<file path="src/rtl/md_pkg.sv">
// md_pkg: shared encodings for the multiply/divide unit
package md_pkg;
  typedef enum logic [1:0] {OP_MULTU = 2'b00, OP_MULT = 2'b01, OP_DIVU = 2'b10, OP_DIV = 2'b11} op_t;
  typedef enum logic [1:0] {IDLE = 2'd0, CALC = 2'd1, FIX = 2'd2} state_t;
  localparam logic [31:0] DIVZ_LO = 32'hFFFFFFFF;
endpackage

</file>
<file path="src/rtl/md_signfix.sv">
// md_signfix: conditional two's-complement negate, used for abs on input and sign restore on output
module md_signfix #(
  parameter int W = 32
) (
  input  logic [W-1:0] a,
  input  logic         neg,
  output logic [W-1:0] y
);
  assign y = neg ? -a : a;
endmodule

</file>
<file path="src/rtl/md_unit.sv">
// md_unit: iterative 32-cycle multiply/divide unit with architectural HI/LO registers
module md_unit
  import md_pkg::*;
(
  input  logic        clk,
  input  logic        reset,
  input  logic        start,
  input  logic [1:0]  op,
  input  logic [31:0] A,
  input  logic [31:0] B,
  input  logic        hi_we,
  input  logic        lo_we,
  input  logic [31:0] wdata,
  output logic        busy,
  output logic        done,
  output logic [31:0] HI,
  output logic [31:0] LO
);
  state_t st, st_nx;
  logic sgn, div_r, sa, sb, ge;
  logic [4:0] cnt;
  logic [31:0] ma, mb, abs_a, abs_b, q_fix, r_fix;
  logic [32:0] rem, dif;
  logic [63:0] acc, acc_nx, p_fix;
  assign sgn = op == OP_MULT || op == OP_DIV;
  md_signfix #(.W(32)) u_abs_a (.a(A), .neg(sgn & A[31]), .y(abs_a));
  md_signfix #(.W(32)) u_abs_b (.a(B), .neg(sgn & B[31]), .y(abs_b));
  md_signfix #(.W(64)) u_fix_p (.a(acc), .neg(sa ^ sb), .y(p_fix));
  md_signfix #(.W(32)) u_fix_q (.a(acc[31:0]), .neg(sa ^ sb), .y(q_fix));
  md_signfix #(.W(32)) u_fix_r (.a(acc[63:32]), .neg(sa), .y(r_fix));
  // Both loops consume operand bits MSB first: divide keeps {remainder, quotient} in acc.
  always_comb begin
    st_nx = st == IDLE ? (start ? CALC : IDLE) : st == CALC ? (cnt == 5'd31 ? FIX : CALC) : IDLE;
    busy = st != IDLE;
    done = st == FIX;
    rem = {acc[63:32], ma[~cnt]};
    dif = rem - {1'b0, mb};
    ge = rem >= {1'b0, mb};
    acc_nx = div_r ? {ge ? dif[31:0] : rem[31:0], acc[30:0], ge}
                   : {acc[62:0], 1'b0} + (mb[~cnt] ? {32'd0, ma} : 64'd0);
  end
  always_ff @(posedge clk) begin
    if (reset) begin
      st <= IDLE;
      div_r <= 1'b0;
      sa <= 1'b0;
      sb <= 1'b0;
      ma <= '0;
      mb <= '0;
      acc <= '0;
      cnt <= '0;
      HI <= '0;
      LO <= '0;
    end else begin
      st <= st_nx;
      if (st == IDLE) begin
        if (hi_we) HI <= wdata;
        if (lo_we) LO <= wdata;
        if (start) begin
          div_r <= op == OP_DIVU || op == OP_DIV;
          sa <= sgn & A[31];
          sb <= sgn & B[31];
          ma <= abs_a;
          mb <= abs_b;
          acc <= '0;
          cnt <= '0;
        end
      end
      if (st == CALC) begin
        acc <= acc_nx;
        cnt <= cnt + 5'd1;
      end
      // A zero divisor leaves the dividend as remainder, so only LO needs overriding.
      if (st == FIX) begin
        HI <= div_r ? r_fix : p_fix[63:32];
        LO <= div_r ? (mb == '0 ? DIVZ_LO : q_fix) : p_fix[31:0];
      end
    end
  end
endmodule
</file>
<file path="config.mk">
export PLATFORM = sky130hd
export DESIGN_NAME = md_unit
export DESIGN_NICKNAME = d
export VERILOG_FILES = /design/src/rtl/md_pkg.sv /design/src/rtl/md_signfix.sv /design/src/rtl/md_unit.sv
export SDC_FILE = /design/constraint.sdc
export NUM_CORES = 1
export LEC_CHECK = 0
export CAP_MARGIN = 25
export CORE_ASPECT_RATIO = 1.75
export CORE_MARGIN = 2
export CORE_UTILIZATION = 30
export CTS_BUF_LIST = sky130_fd_sc_hd__clkbuf_2
export CTS_CLUSTER_SIZE = 14
export DETAILED_ROUTE_END_ITERATION = 7
export GPL_TIMING_DRIVEN = 0
export HOLD_SLACK_MARGIN = 0.02
export PLACE_DENSITY = 0.52
export SYNTH_ARGS = -nofsm -noshare
export SYNTH_HDL_FRONTEND = slang
export SYNTH_SLANG_ARGS = --single-unit
</file>
<file path="constraint.sdc">
create_clock -name clk -period 15.7 [get_ports clk]
set_input_delay 1.57 -clock clk [delete_from_list [all_inputs] [get_ports clk]]
set_output_delay 1.57 -clock clk [all_outputs]
set_load 0.1 [all_outputs]
</file>
# [Yosys cells after proc, flatten, opt, wreduce, memory -nomap -nowiden]
# Index checks and enable logic that the tools add are counted.
# W data, S select, Z words.
[totals] reg_bits=202 latchBits=0 mem_bits_rw=0 mem_bits_ro=0 output_inout_bits=66 elab_cells=75 n_memories=0
[op_classes] addsub=8 mul=0 div_mod_pow=0 order_cmp=2 n_eq_ne=6 n_shift=0 muxes=31 bitwise_logic=4 n_reduce_logical=14
[op_table] operator="$mux W32" n=15
[op_table] operator="$mux W64" n=5
[op_table] operator="$neg A32 Y32" n=4
[op_table] operator="$add A64 B32 Y64" n=1
[op_table] operator="$neg A64 Y64" n=1
[op_table] operator="$ge A33 B32 Y1" n=1
[op_table] operator="$logic_not A32 Y1" n=1
[op_table] operator="$sub A32 B32 Y32" n=1
[op_table] operator="$mux W5" n=3
[op_table] operator="$reduce_bool A2 Y1" n=6
[op_table] operator="$bmux W1 S5" n=2
[op_table] operator="$reduce_and A2 Y1" n=4
[op_table] operator="$eq A2 B2 Y1 const B" n=3
[op_table] operator="$lt A5 B6 Y1 const B" n=1
[op_table] operator="$mux W2" n=3
[op_table] operator="$add A5 B1 Y5 const B" n=1
[op_table] operator="$eq A5 B5 Y1 const B" n=1
[op_table] operator="$not A5 Y5" n=1
[op_table] operator="$eq A2 B1 Y1 const B" n=2
[op_table] operator="$mux W1" n=3
[op_table] operator="$and A1 B1 Y1" n=2
[op_table] operator="$logic_not A2 Y1" n=1
[op_table] operator="$logic_or A1 B1 Y1" n=2
[op_table] operator="$xor A1 B1 Y1" n=1

# [Depth between registers and ports, before layout]
# Gate-level depths: netlist of run 1.
[depth] word_depth=7 ltp_mapped=19 mapped_depth_nobuf=15

# [Modules after synthesis]
# From an unflattened synthesis of run 1, not the netlist that was laid out.
[unflattened] hier_cells=2393 area_unflattened_um2=18133.6
[by_module_without_submodules] mod="md_unit" instances=1 cells_per_inst=1763 area_each_um2=13611.8
[by_module_without_submodules] mod="md_signfix at u_abs_a ..." instances=4 cells_per_inst=108 area_each_um2=767.0
[by_module_without_submodules] mod="md_signfix at u_fix_p" instances=1 cells_per_inst=198 area_each_um2=1453.9

# [Least setup slack after synthesis of run 1]
# OpenSTA, ideal clock, no wires.
[synth_path] kind="register to register" start="reg cnt[0]" end="reg acc[60]" setup_time_ns=0.087 arrival_ns=5.498 t_required_ns=15.613 setup_slack_ns=10.115 stages_incl_launch_ff=20 path_cell_list="dfxtp_1 -> clkbuf_1 -> clkbuf_1 -> mux4_2 -> mux4_2 -> mux2i_1 -> clkbuf_1 -> nor2b_1 -> ha_1 -> buf_2 -> and3_1 -> nand3_2 -> or3_1 -> a211o_1 -> a2111oi_4 -> o211ai_2 -> buf_2 -> a21oi_1 -> mux2_1 -> o31ai_1"
[synth_via] elab_chain_len=7 word_cells_on_any_way=12
[synth_lines] element="start, declared" line_no="md_unit.sv:21" text="logic [4:0] cnt;"
[synth_lines] element="start signal, assigned" line_no="md_unit.sv:71" text="cnt <= cnt + 5'd1;"
[synth_lines] element="$not A5 Y5 (*)" line_no="md_unit.sv:36, md_unit.sv:40"
[synth_lines] element="$bmux W1 S5, on equally long branches" line_no="md_unit.sv:40, md_unit.sv:36"
[synth_lines] element="$mux W1, on equally long branches" line_no="md_unit.sv:40, md_unit.sv:36"
[synth_lines] element="$mux W32, or another cell as far along" line_no="md_unit.sv:40" text=": {acc[62:0], 1'b0} + (mb[~cnt] ? {32'd0, ma} : 64'd0);"
[synth_lines] element="$add A64 B32 Y64 / $mux W32 (equally long branches)" line_no="md_unit.sv:40, md_unit.sv:39"
[synth_lines] element="$mux W64 (*)" line_no="md_unit.sv:39" text="acc_nx = div_r ? {ge ? dif[31:0] : rem[31:0], acc[30:0], ge}"
[synth_lines] element="$mux W64 (*)" line_no="md_unit.sv:69" text="if (st == CALC) begin"
[synth_lines] element="end signal, assigned" line_no="md_unit.sv:70" text="acc <= acc_nx;"
[synth_lines] element="end, declared" line_no="md_unit.sv:24" text="logic [63:0] acc, acc_nx, p_fix;"
# Every way passes the cells marked *; elsewhere a longest branch is shown, timed or not. The select of a mux whose other input is x is not followed.
# A chain may end at the register's enable or synchronous reset.

# [Final worst setup path of run 1]
# Ends and elaborated chain as after synthesis.

==> results of run 1 <==
==> report_power, final <==
| part | internal [mW] | total [mW] | switching (mW) |
|---|---|---|---|
| Clock | 0.145 | 0.383 | 0.238 |
| Sequential | 0.537 | 0.562 | 0.0252 |
| Combinational | 0.124 | 0.386 | 0.263 |
| Total | 0.806 | 1.33 | 0.526 |
==> final timing paths <==
path	startpoint	to	slack (ps)	cells after the start
max reg2reg	cnt[0]	acc[60]	8840	18
min	LO[2]	LO[2]	460	2
max	cnt[0]	acc[60]	8840	18
min reg2reg	LO[2]	LO[2]	460	2
==> cell usage after synthesis (26+ instances only) <==
cell type and instances:
ha_1 70, inv_1 68, nor2_1 223, o221ai_1 37, or3_1 27, nand4_1 29
nor2b_1 38, o21ai_0 91, nor3_1 44, xnor2_1 92, clkbuf_1 160, xor2_1 90
a211oi_1 77, a31oi_1 30, a22oi_1 26, a21o_1 28, nand3_1 55, dfxtp_1 202
nand2_1 213, a21oi_1 182
==> sequential cells by signal (all words and copies together) (netlist names) <==
signal,count
acc,64
HI,32
LO,32
ma,32
mb,32
cnt,5
st,2
div_r,1
sa,1
sb,1
==> per-layer routing <==
metal / vias up / global-route usage, %
met1: 8584 / 26.23
met4: 0 / 20.61
met2: 632 / 51.59
li1: 8336 / -
met3: 227 / 2.933
met5: - / 0
==> final cells by class <==
type | count | area share (%)
inverter | 69 | 1.360
sequential | 202 | 21.23
multi-input combinational | 1698 | 58.24
tap | 684 | 4.493
clock inverter | 18 | 0.6700
clock buffer | 64 | 1.682
buffer | 171 | 3.416
timing repair buffer | 170 | 8.894
antenna | 1 | 0.01314
==> kinds of logic (layout without fill, tap and decap cells) <==
logic type,count (synthesis),after routing
muxes,34,34
adders and majority gates,72,72
AOI/OAI and AO/OA,661,661
xor gates and xnor gates,182,182
other,0,1
and+or+nand+nor,749,749
DFF,202,202
buffers and inverters,240,492
==> tightest hold or removal path, cell delays in order, from the launching register on <==
cell	delay (ps)
dfxtp_1	330
nand2_1	50
a21oi_1	50
==> results.py, run 1 <==
metrics = {
    "setup_path": {
        "worstSetupPathType": "reg2reg",
        "critPathMaxStageDelay_ps": 670,
        "arrival_ps": 7680,
        "worstPathRequired_ps": 16520,
        "critPathCaptureType": "flip-flop",
        "critical_path.startpoint_type": "flip-flop",
        "cp_common_cell": "clkbuf_1",
        "path_delay_family": "buffers and inverters",
        "slowest_stage": "clkbuf_1",
        "worstPathMaxFanout": 10,
        "crit_buf_inv": 5,
        "crit_chain": "clkbuf_1, clkbuf_1, mux4_2, mux4_2, mux2i_1, clkbuf_1, nor2b_1, ha_1, clkbuf_1, nand3_2, or3_1, a211o_1, a2111oi_4, o211ai_2, buf_2, a21oi_1, mux2_1, o31ai_1",
    },
    "timing": {
        "hold_slack_ps": 460.8,
        "fin_crit_sh_pct": 43.68,
        "hold_viol_final": 0,
        "rsz0062_at_grt": "false",
        "worst_slew_pin_slew_ps": 1137,
        "relSlewSlack_pct": 24.21,
        "finalCriticalPeriod_ps": 6858,
        "slew_viol_final": 0,
        "tns_ps": 0,
        "fin_ws_ps": 8842,
        "finalSetupViolCount": 0,
        "fin_worst_skew_ps": 105.5,
        "fmax_mhz": 145.8,
    },
    "place": {
        "placed_area_um2": 18590,
        "hpwl_um": 62460,
        "dpl.cell_count": 2993,
        "dp_slack_ps": 8834,
        "gp_congestion": 0.9557,
        "port_buffers": 168,
    },
    "global_route": {
        "antenna_found_initial": 1,
        "grtUsageTotal_pct": 27.11,
        "grt_max_degree": 14,
        "grt_pass1_vias": 17870,
        "grt_pass1_wl_um": 111400,
        "grt-ovfl-total": 0,
    },
    "layout": {
        "fill_cells": 5694,
        "multi_input_area_um2": 11090,
        "nNetsFinal": 2538,
        "fin_cells": 3077,
        "fin_util_pct": 35.87,
        "synthToLayoutAreaGrowth_pct": 18.73,
        "mostFrequentLayoutCells": "223 x nor2_1, 213 x nand2_1, 202 x dfxtp_1, 182 x a21oi_1, 168 x clkdlybuf4s50_1",
        "final_common_cell": "nor2_1",
        "drive_gt1_share_pct": 4.975,
        "fin_area_um2": 19050,
        "seqCellArea_um2": 4044,
    },
    "logic_synthesis": {
        "yosysTopAreaCellShare_pct": 25.21,
        "synth_xor_area_share_pct": 9.936,
        "synth-seq-cells": 202,
        "synth-edff-count": 0,
        "synth.distinct_cells": 79,
        "synth-simple-area-share_pct": 22.09,
        "synth_mux_area_share_pct": 3.720,
        "syn_avg_cell_area_um2": 7.497,
        "synth_top_family_by_area": "compound AO/OA/AOI/OAI gates",
        "synthAdderAreaFrac_pct": 5.709,
        "synth-compound-area-share_pct": 27.66,
        "yosysWarnings": 0,
        "synth_nets": 2315,
        "async_flop_share_pct": 0,
        "ys.flop_type": "dfxtp_1",
        "synth_top_area_cell": "dfxtp_1",
        "synthCells": 2140,
        "synth_area_um2": 16040,
        "ys_seq_area_share_pct": 25.21,
        "yosys-top-cells-area": "dfxtp_1 25%, a21oi_1 5.7%, ha_1 5.5%",
    },
    "floorplanning": {
        "coreArea_um2": 53110,
        "ios": 169,
        "dieWidth_um": 178.8,
        "dieArea_um2": 55420,
        "start_util_pct": 30.21,
        "dieHeight_um": 309.9,
        "rows": 112,
    },
    "clock_tree": {
        "htree_levels": 2,
        "cts.sinks": 202,
        "clock_path_buffers": 3,
        "postCtsHoldBufs": 0,
        "cts_buffers": 51,
        "clockRootBuffer": "clkbuf_2",
        "worstSkewPairLatency_ps": 930,
        "cts_tree": "built",
        "clk_pin_slew_ps": 110,
        "cts_setup_buffers": 0,
        "cts_resized": 0,
    },
    "detailed_routing": {
        "dr_wl_met2_um": 40580,
        "wl_met1_um": 25630,
        "vias": 17780,
        "wl_met3_um": 3086,
        "wire_per_inst_um": 24.71,
        "via_per_inst": 5.778,
        "firstDrtPassIters": 6,
        "wirelength_um": 76030,
        "drt_iter0_markers": 1221,
        "post-route-drc-count": 0,
        "ant_nets": 0,
        "top_layer_used": "met4",
    },
    "power_and_ir_drop": {
        "p_leak_nw": 6.994,
        "ir_drop_v": 0.00005476,
        "power_mw": 1.332,
        "power_density_nw_per_um2": 69.91,
    },
    "run_status": {
        "status": "finished, final reports clean",
    },
    "hold_path": {
        "hold_path.class": "reg2reg",
    },
    "job": {
        "drv_cap": 0,
    },
}
(Power assumes the default switching activity.)
==> run 2, diff against run 1 <==
clock period = 6.7 ns   (was 15.7 ns; I/O delays follow)
==> results.py, run 2 (synthesis results as in run 1) <==
metrics = {
    "run_status": {
        "status": "finished, final reports clean",
    },
    "timing": {
        "fmax_mhz": 159.4,
        "slew_viol_final": 0,
        "fin_crit_sh_pct": 93.64,
        "relSlewSlack_pct": 24.73,
        "rsz0062_at_grt": "false",
        "hold_viol_final": 0,
        "worst_slew_pin_slew_ps": 1129,
        "finalSetupViolCount": 0,
        "fin_worst_skew_ps": 94.79,
        "tns_ps": 0,
        "finalCriticalPeriod_ps": 6274,
    },
    "global_route": {
        "grtUsageMet3_pct": 2.933,
        "grt_max_degree": 14,
        "grt-ovfl-total": 0,
        "grt_use_met2_pct": 51.59,
        "antenna_found_initial": 1,
        "grt_pass1_vias": 17880,
        "grtUsageTotal_pct": 27.10,
        "met1_usage_pct": 26.22,
        "top_usage_layer": "met2",
        "grt_pass1_wl_um": 111400,
    },
    "layout": {
        "mostFrequentLayoutCells": "223 x nor2_1, 213 x nand2_1, 202 x dfxtp_1, 182 x a21oi_1, 168 x clkdlybuf4s50_1",
        "drive_gt1_share_pct": 5.142,
        "final_common_cell": "nor2_1",
        "largest_reg_flops": 64,
        "synthToLayoutAreaGrowth_pct": 18.76,
        "max_flop_register": "acc",
        "nNetsFinal": 2538,
    },
    "power_and_ir_drop": {
        "power_density_nw_per_um2": 163.9,
        "ir_drop_v": 0.0001283,
        "p_leak_nw": 7.007,
        "power_mw": 3.124,
    },
    "floorplanning": {
        "rows": 112,
        "dieHeight_um": 309.9,
        "coreArea_um2": 53110,
        "dieWidth_um": 178.8,
        "dieArea_um2": 55420,
        "start_util_pct": 30.21,
        "ios": 169,
    },
    "place": {
        "gp_congestion": 0.9557,
        "port_buffers": 168,
        "hpwl_um": 62460,
    },
    "hold_path": {
        "hold_path_depth": 3,
        "hold_path.class": "in2reg",
    },
    "setup_path": {
        "critPathCaptureType": "flip-flop",
        "reg2reg_depth": 18,
        "worstSetupPathType": "reg2reg",
        "worstPathRequired_ps": 7520,
        "critical_path.startpoint_type": "flip-flop",
        "worstPathMaxFanout": 10,
        "arrival_ps": 7100,
    },
    "detailed_routing": {
        "drt_iter0_markers": 1186,
        "firstDrtPassIters": 5,
        "vias": 17710,
        "ant_nets": 0,
        "wirelength_um": 75840,
        "via_per_inst": 5.756,
        "post-route-drc-count": 0,
        "wire_per_inst_um": 24.65,
    },
    "clock_tree": {
        "worstSkewPairLatency_ps": 930,
        "clk_pin_slew_ps": 120,
        "cts.sinks": 202,
        "htree_levels": 2,
        "clockRootBuffer": "clkbuf_2",
        "clock_path_buffers": 3,
        "cts_tree": "built",
        "postCtsHoldBufs": 0,
        "cts_buffers": 51,
    },
    "job": {
        "drv_cap": 0,
    },
}
-- run 2: metrics by stage --
stage | cell area [um2] | instances | setup WS [ps] | hold slack, ps | util [%]
detailed placement | 18590 | 2993 | -165.7 | 450.2 | 35.00
floorplan | 16040 | 2140 | 1115 | 437.1 | -
finish | 19050 | 3077 | 426.1 | 370.9 | 35.87
global placement | 18580 | 2992 | -20.73 | 445.0 | 34.98
global route | 19050 | 3077 | 45.90 | 350.7 | 35.87
CTS | 19040 | 3075 | 110.3 | 284.1 | 35.85
-- run 2: final timing paths --
path                                from      end  slack (ps)
worst max-delay path              cnt[0]  acc[60]         430
worst min-delay path            wdata[2]    HI[2]         370
worst max register to register    cnt[0]  acc[60]         430
worst min register to register     LO[2]    LO[2]         460
-- run 2: where the power goes --
group	internal (mW)	switching (mW)	total, mW
clock network	0.339	0.561	0.900
logic	0.290	0.616	0.906
registers	1.26	0.0590	1.32
total	1.89	1.24	3.12
-- run 2: per-layer routing --
layer / vias up / part of all wire, %
li1: 8343 / -
met1: 8542 / 34
met2: 595 / 53
met3: 231 / 4.0
met4: 0 / 9.0
met5: - / 0
-- run 2: critical path: stages, from the launching register on --
cell and delay [ps]:
dfxtp_1 350, clkbuf_2 370, clkbuf_2 390, mux4_2 360
mux4_2 460, mux2i_1 450, clkbuf_1 380, nor2b_1 110
ha_1 280, clkbuf_1 330, nand3_2 200, or3_1 350
a211o_1 340, a2111oi_4 460, o211ai_2 230, buf_2 280
a21oi_1 290, mux2_1 370, o31ai_1 210
-- run 2: area by class of cell --
class,count,area (um2)
buffer,171,655.6
multi-input combinational,1698,11090
clock buffer,64,320.3
inverter,69,259.0
fill,5690,34060
clock inverter,18,127.6
sequential,202,4044
tap,684,855.8
timing repair buffer,170,1694
antenna,1,2.502
-- run 2: what timing repair did --
| action | CTS | global route |
|---|---|---|
| setup endpoints to repair | 11 | 19 |
| resized for setup | 1 | 5 |
| cloned | 0 | 0 |
| buffers inserted | 0 | 0 |
